==> config.mk <==
export PLATFORM = sky130hd
export DESIGN_NAME = parity_word_tx
export DESIGN_NICKNAME = d
export VERILOG_FILES = /design/src/rtl/parity_word_tx.sv
export SDC_FILE = /design/constraint.sdc
export NUM_CORES = 1
export LEC_CHECK = 0
export ABC_AREA = 1
export ABC_CLOCK_PERIOD_IN_PS = 2900
export CORE_MARGIN = 2
export CORE_UTILIZATION = 45
export CTS_CLUSTER_DIAMETER = 40
export DETAILED_ROUTE_END_ITERATION = 7
export PLACE_DENSITY = 0.74
export RECOVER_POWER = 50
export SETUP_SLACK_MARGIN = 0.02
export SLEW_MARGIN = 20
export SYNTH_ARGS = -nofsm -noshare
export SYNTH_HDL_FRONTEND = slang
export SYNTH_SLANG_ARGS = --single-unit
==> constraint.sdc <==
create_clock -name clk -period 2.9 [get_ports clk]
set_input_delay 0.58 -clock clk [delete_from_list [all_inputs] [get_ports clk]]
set_output_delay 0.58 -clock clk [all_outputs]
set_load 0.005 [all_outputs]
==> src/rtl/parity_word_tx.sv <==
// -----------------------------------------------------------------------------
// parity_word_tx
//
// Transmit side of the parity-protected word link. Words arrive from the
// producer over a valid/ready handshake, get one parity bit attached at push
// time, and are handed to the link through a 2-entry first-in first-out
// buffer. The link-side checker accepts a word when
// (^out_data ^ out_parity) == 0 for even parity.
//
// Parameters
//   WIDTH    data word width in bits (>= 1)
//   ODD_PAR  0: out_parity = ^out_data (even), 1: out_parity = ~^out_data (odd)
//   CNT_W    width of the delivered-word counter
//
// Ports
//   clk         in   1      single clock, everything on posedge
//   rst         in   1      asynchronous assert, active-high reset
//   in_valid    in   1      producer word valid
//   in_ready    out  1      a word can be accepted this cycle (registered)
//   in_data     in   WIDTH  producer word
//   out_valid   out  1      link word valid
//   out_ready   in   1      link consumes the word this cycle
//   out_data    out  WIDTH  head word of the buffer (registered)
//   out_parity  out  1      parity stored with the head word (registered)
//   tx_count    out  CNT_W  words delivered on the link, wraps to 0
//   inj_err     in   1      only when PARITY_ERR_INJ_EN is defined
//
// Build option
//   PARITY_ERR_INJ_EN  when defined, adds the inj_err port. A pulse arms a
//                      sticky flag; the next pushed word (or a word pushed in
//                      the same cycle as the pulse) is stored with inverted
//                      parity, after which the flag clears. When undefined
//                      the port and flag do not exist and parity is always
//                      correct.
//
// Structure
//   The buffer is a head register pair (data + parity) driving the outputs
//   directly, plus a tail register pair used only when two words are held.
//   There is no combinational path from the producer side to the link side.
// -----------------------------------------------------------------------------
module parity_word_tx #(
    parameter int WIDTH   = 32,
    parameter bit ODD_PAR = 1'b0,
    parameter int CNT_W   = 16
) (
    input  logic             clk,
    input  logic             rst,
    input  logic             in_valid,
    output logic             in_ready,
    input  logic [WIDTH-1:0] in_data,
    output logic             out_valid,
    input  logic             out_ready,
    output logic [WIDTH-1:0] out_data,
    output logic             out_parity,
    output logic [CNT_W-1:0] tx_count
`ifdef PARITY_ERR_INJ_EN
    ,
    input  logic             inj_err
`endif
);

    // Buffer occupancy encoded as a small state machine.
    localparam logic [1:0] OCC_EMPTY = 2'd0;
    localparam logic [1:0] OCC_ONE   = 2'd1;
    localparam logic [1:0] OCC_FULL  = 2'd2;

    // -------------------------------------------------------------------------
    // State
    // -------------------------------------------------------------------------
    logic [1:0]       occ_q,       occ_d;
    logic [WIDTH-1:0] head_data_q, head_data_d;
    logic             head_par_q,  head_par_d;
    logic [WIDTH-1:0] tail_data_q, tail_data_d;
    logic             tail_par_q,  tail_par_d;
    logic             in_ready_q,  in_ready_d;
    logic [CNT_W-1:0] tx_count_q,  tx_count_d;

    // -------------------------------------------------------------------------
    // Handshakes
    // -------------------------------------------------------------------------
    logic push;
    logic pop;
    logic head_valid;

    assign head_valid = (occ_q != OCC_EMPTY);
    assign push       = in_valid & in_ready_q;
    assign pop        = head_valid & out_ready;

    // -------------------------------------------------------------------------
    // Parity generation and optional error injection
    // -------------------------------------------------------------------------
    logic inj_now;      // invert parity of the word pushed this cycle
    logic push_par;     // parity bit stored alongside in_data

`ifdef PARITY_ERR_INJ_EN
    logic inj_flag_q, inj_flag_d;

    // A pulse coinciding with a push corrupts that push directly, so the
    // flag only needs to remember pulses that arrive while nothing is pushed.
    assign inj_now = inj_flag_q | inj_err;

    always_comb begin
        inj_flag_d = inj_flag_q;
        if (push) begin
            inj_flag_d = 1'b0;
        end else if (inj_err) begin
            inj_flag_d = 1'b1;
        end
    end

    always_ff @(posedge clk or posedge rst) begin
        if (rst) begin
            inj_flag_q <= 1'b0;
        end else begin
            inj_flag_q <= inj_flag_d;
        end
    end
`else
    assign inj_now = 1'b0;
`endif

    // Even parity is the XOR reduction; odd parity is its complement.
    assign push_par = (^in_data) ^ ODD_PAR ^ inj_now;

    // -------------------------------------------------------------------------
    // Buffer next-state logic
    //
    // The head pair only changes when a word enters an empty buffer or when
    // the current head is consumed, which keeps out_data/out_parity frozen
    // while the link stalls.
    // -------------------------------------------------------------------------
    always_comb begin
        occ_d       = occ_q;
        head_data_d = head_data_q;
        head_par_d  = head_par_q;
        tail_data_d = tail_data_q;
        tail_par_d  = tail_par_q;

        case (occ_q)
            OCC_EMPTY: begin
                // No bypass: the word appears on the outputs next cycle.
                if (push) begin
                    head_data_d = in_data;
                    head_par_d  = push_par;
                    occ_d       = OCC_ONE;
                end
            end

            OCC_ONE: begin
                case ({push, pop})
                    2'b10: begin
                        tail_data_d = in_data;
                        tail_par_d  = push_par;
                        occ_d       = OCC_FULL;
                    end
                    2'b01: begin
                        occ_d = OCC_EMPTY;
                    end
                    2'b11: begin
                        // Head leaves and the new word takes its place,
                        // which is what sustains one word per cycle.
                        head_data_d = in_data;
                        head_par_d  = push_par;
                    end
                    default: begin
                        occ_d = OCC_ONE;
                    end
                endcase
            end

            OCC_FULL: begin
                // in_ready is low here, so only a pop can happen.
                if (pop) begin
                    head_data_d = tail_data_q;
                    head_par_d  = tail_par_q;
                    occ_d       = OCC_ONE;
                end
            end

            default: begin
                occ_d = OCC_EMPTY;
            end
        endcase
    end

    // in_ready is registered from the next occupancy so the producer sees a
    // clean flop output.
    assign in_ready_d = (occ_d != OCC_FULL);

    // Delivered-word counter wraps naturally at 2^CNT_W.
    assign tx_count_d = pop ? (tx_count_q + CNT_W'(1)) : tx_count_q;

    // -------------------------------------------------------------------------
    // Registers
    // -------------------------------------------------------------------------
    always_ff @(posedge clk or posedge rst) begin
        if (rst) begin
            occ_q       <= OCC_EMPTY;
            head_data_q <= '0;
            head_par_q  <= 1'b0;
            tail_data_q <= '0;
            tail_par_q  <= 1'b0;
            in_ready_q  <= 1'b0;
            tx_count_q  <= '0;
        end else begin
            occ_q       <= occ_d;
            head_data_q <= head_data_d;
            head_par_q  <= head_par_d;
            tail_data_q <= tail_data_d;
            tail_par_q  <= tail_par_d;
            in_ready_q  <= in_ready_d;
            tx_count_q  <= tx_count_d;
        end
    end

    // -------------------------------------------------------------------------
    // Outputs
    // -------------------------------------------------------------------------
    assign in_ready   = in_ready_q;
    assign out_valid  = head_valid;
    assign out_data   = head_data_q;
    assign out_parity = head_par_q;
    assign tx_count   = tx_count_q;

    // -------------------------------------------------------------------------
    // Link-side protocol properties
    // -------------------------------------------------------------------------
    a_valid_held: assert property (@(posedge clk) disable iff (rst)
        (out_valid && !out_ready) |=> out_valid);

    a_word_held: assert property (@(posedge clk) disable iff (rst)
        (out_valid && !out_ready) |=> ($stable(out_data) && $stable(out_parity)));

endmodule

==> results.py <==
metrics = {
    "logic_synthesis": {
        "synthTopCellsByCount": "nand2_1 (300), dfrtp_1 (85), inv_1 (42), nor2_1 (40), a31oi_1 (32)",
        "ys.flop_type": "dfrtp_1",
        "ys_top_cells_by_area": "dfrtp_1 (48%), nand2_1 (26%), a31oi_1 (4.5%)",
        "synth_seq_cells": 85,
        "synth_area_leader_cell": "dfrtp_1",
        "synth_nets": 642,
        "async_flop_share_pct": 100,
        "ys_types": 27,
        "avgSynthCellArea_um2": 7.30,
        "post-synth-top-count-cell": "nand2_1",
        "syn_inst": 605,
        "yosys_warnings": 0,
        "synth_area_um2": 4410,
        "yosys.area.top_type_share_pct": 48.2,
        "ys_seq_area_share_pct": 48.2,
        "synth_edf_count": 0,
    },
    "global_route": {
        "grt_first_pass_wirelength_um": 17200,
        "grt-ovfl-total": 0,
        "grt_usage_pct": 20.6,
        "grt_pass1_vias": 3829,
        "antenna_found_initial": 0,
        "grt_max_degree": 62,
    },
    "pwr": {
        "p_sw_w": 0.00172,
        "max-vdd-ir-drop_uv": 345,
        "sw_frac_of_total_pct": 36.3,
        "power_frac_seq_pct": 42.4,
        "p_leak_nw": 2.78,
        "power_frac_comb_pct": 42.2,
        "pwr-share-clk_pct": 15.4,
        "p_per_area_nw_per_um2": 848,
        "p_int_w": 0.00302,
    },
    "sta": {
        "post-route-period-util_pct": 78.9,
        "slew_headroom_pct": -7.23,
        "setup_tns_ns": 0,
        "slew_violations": 41,
        "finClkSkew_ns": 0.00760,
        "finalSetupViolCount": 0,
        "fin_crit_ns": 2.29,
        "max_slew.worst_pin.slew_ns": 1.61,
        "rsz0062_at_grt": "no",
        "fmax_ghz": 0.437,
        "finalHoldViolations": 0,
    },
    "critical_path": {
        "r2r_slack_ns": 0.93,
        "crit_path_start_kind": "primary input",
        "critPathMaxFanout": 6,
        "crit_path_top_delay_cell": "dlygate4sd3_1",
        "reg2reg_depth": 11,
        "reg2reg_to": "tx_count[14]",
        "endpoint_kind": "flip-flop",
        "required_ns": 3.17,
        "cp_cell_sequence": "dlygate4sd3_1, nand2_1, clkinvlp_2, nand2_1, nor2_1, nand3_2, nor2_2, nand2_2, nor2_2, xor2_1",
        "crit_type": "primary input to flip-flop",
        "arrival_ns": 2.56,
        "r2r_start": "occ_q[0]",
        "cpPeakStageDelay_ns": 0.59,
    },
    "final_layout": {
        "antennaDiodeCount": 0,
        "final_util_pct": 57.9,
        "seq_area_um2": 2130,
        "syn2layout_area_growth_pct": 26.3,
        "multiInputGateArea_um2": 1990,
        "fin_area_um2": 5580,
        "n_fill_cell": 927,
        "drive_gt1_share_pct": 4.90,
        "fin_nets": 727,
    },
    "floorplan": {
        "io_pins": 87,
        "coreArea_um2": 9640,
        "initial_core_util_pct": 45.8,
        "dieWidth_um": 103,
        "core.rowCount": 36,
        "die_area_um2": 10600,
        "die_y_um": 103,
    },
    "drt": {
        "drtAntennaViolNets": 0,
        "vias_per_cell": 4.85,
        "drt-met1-wl_um": 4940,
        "highest_layer": "met4",
        "drc": 0,
        "drt-total-wl_um": 10100,
        "vias": 4013,
        "first_pass_iters": 4,
        "drt-initial-drc-count": 181,
        "route.met2.wl_um": 4540,
        "routedWlPerCell_um": 12.2,
        "wl_met3_um": 400,
    },
    "cts": {
        "clock_latency_ns": 0.35,
        "post_cts_buffers": 0,
        "clock_path_buffers": 2,
        "cts.sinks": 85,
        "clkTransAtPathRegs_ns": 0.08,
        "root_buffer": "clkbuf_8",
        "cts_hold_buf": 0,
        "h-tree-depth": 3,
        "numCtsBuffers": 9,
        "cts_tree": "built",
        "cts_resized": 0,
    },
    "min_path": {
        "min_path_type": "flip-flop to flip-flop",
        "hp-start": "tail_data_q[19]",
        "hold_end": "tail_data_q[19]",
        "min_path_cells": 2,
    },
    "place": {
        "dp_hpwl_um": 7280,
        "port_buffers": 86,
        "place_congestion": 0.882,
        "dpl_cell_area_um2": 5460,
    },
    "flow_run": {
        "maxCapViolCount": 1,
    },
    "run_status": {
        "failed_checks": "max-capacitance violations, max-slew violations",
        "status": "finished, violations left",
    },
}
==> worst max-delay path: cells and delay by family <==
family	cells	cell delay, ns
xor+xnor	1	0.17
simple gates	7	0.97
buf+inv	2	0.82
==> how the worst max path moves through the flow <==
| stage | from | endpoint |
|---|---|---|
| floorplan | rst | in_ready |
| global placement | in_valid | occ_q[1] |
| detailed placement | in_valid | occ_q[1] |
| CTS | in_valid | occ_q[1] |
| global route | rst | tx_count[15] |
| finish | out_ready | tx_count[14] |
==> kinds of logic after synthesis <==
| kind of cell | Yosys count | synth area share [%] |
|---|---|---|
| AO/OA/AOI/OAI | 69 | 8.73 |
| XOR/XNOR | 17 | 3.37 |
| adder cells (fa/ha/maj) | 1 | 0.283 |
| buffers and inverters | 68 | 6.12 |
| AND/OR/NAND/NOR | 365 | 33.3 |
| flip-flops | 85 | 48.2 |
==> state kept, by name, summed over array words and instances (netlist names) <==
register and count:
occ_q 2, in_ready 1, out_parity 1, tail_par_q 1, out_data 32, tail_data_q 32
tx_count 16
==> per-stage QoR <==
| stage | hold WS (ns) | setup WS [ns] | cells | total power [W] |
|---|---|---|---|---|
| finish | 0.480 | 0.611 | 827 | 0.00473 |
| global route | 0.504 | 0.417 | 827 | 0.00513 |
| CTS | 0.481 | 0.818 | 827 | 0.00483 |
| detailed placement | 0.462 | 0.454 | 812 | 0.00410 |
| global placement | 0.455 | 0.486 | 812 | 0.00402 |
| floorplan | 0.442 | 0.127 | 605 | 0.00310 |
==> metal layers <==
metal | vias to the layer above | GRT usage, %
met1 | 1845 | 28.3
met4 | 0 | 8.10
met3 | 18 | 2.98
met2 | 90 | 33.0
li1 | 2060 | -
met5 | - | 0
==> layout by cell type (no fill, tap or decap), drive strengths merged <==
cell type / Yosys / routed
clkinvlp: 0 / 1
ha: 1 / 1
inv: 48 / 48
nor3: 2 / 2
clkdlybuf4s50: 0 / 79
nor4: 3 / 3
clkinv: 1 / 2
xor2: 10 / 10
buf: 7 / 7
nand3: 8 / 8
dfrtp: 85 / 85
o21ai: 33 / 33
nand4: 3 / 3
nand2: 304 / 304
nor2: 45 / 45
dlygate4sd3: 0 / 7
a21oi: 4 / 4
xnor2: 7 / 7
clkbuf: 12 / 13
a31oi: 32 / 32
==> power groups by stage <==
stage                     Clock (W)  Sequential, W  Combinational [W]
after global placement            0        0.00201            0.00200
final                      0.000727        0.00201            0.00200
after CTS                  0.000746        0.00201            0.00207
after floorplan                   0        0.00199            0.00111
after detailed placement          0        0.00203            0.00207
after global routing       0.000788        0.00207            0.00228
==> final cells by class <==
type	instances	area share (%)
inverter	49	3.32
multi-input combinational	452	35.7
timing repair buffer	93	17.1
sequential	85	38.1
tap	133	2.98
clock buffer	13	2.67
clock inverter	2	0.179
No activity file was read; power rests on OpenSTA's default activity.
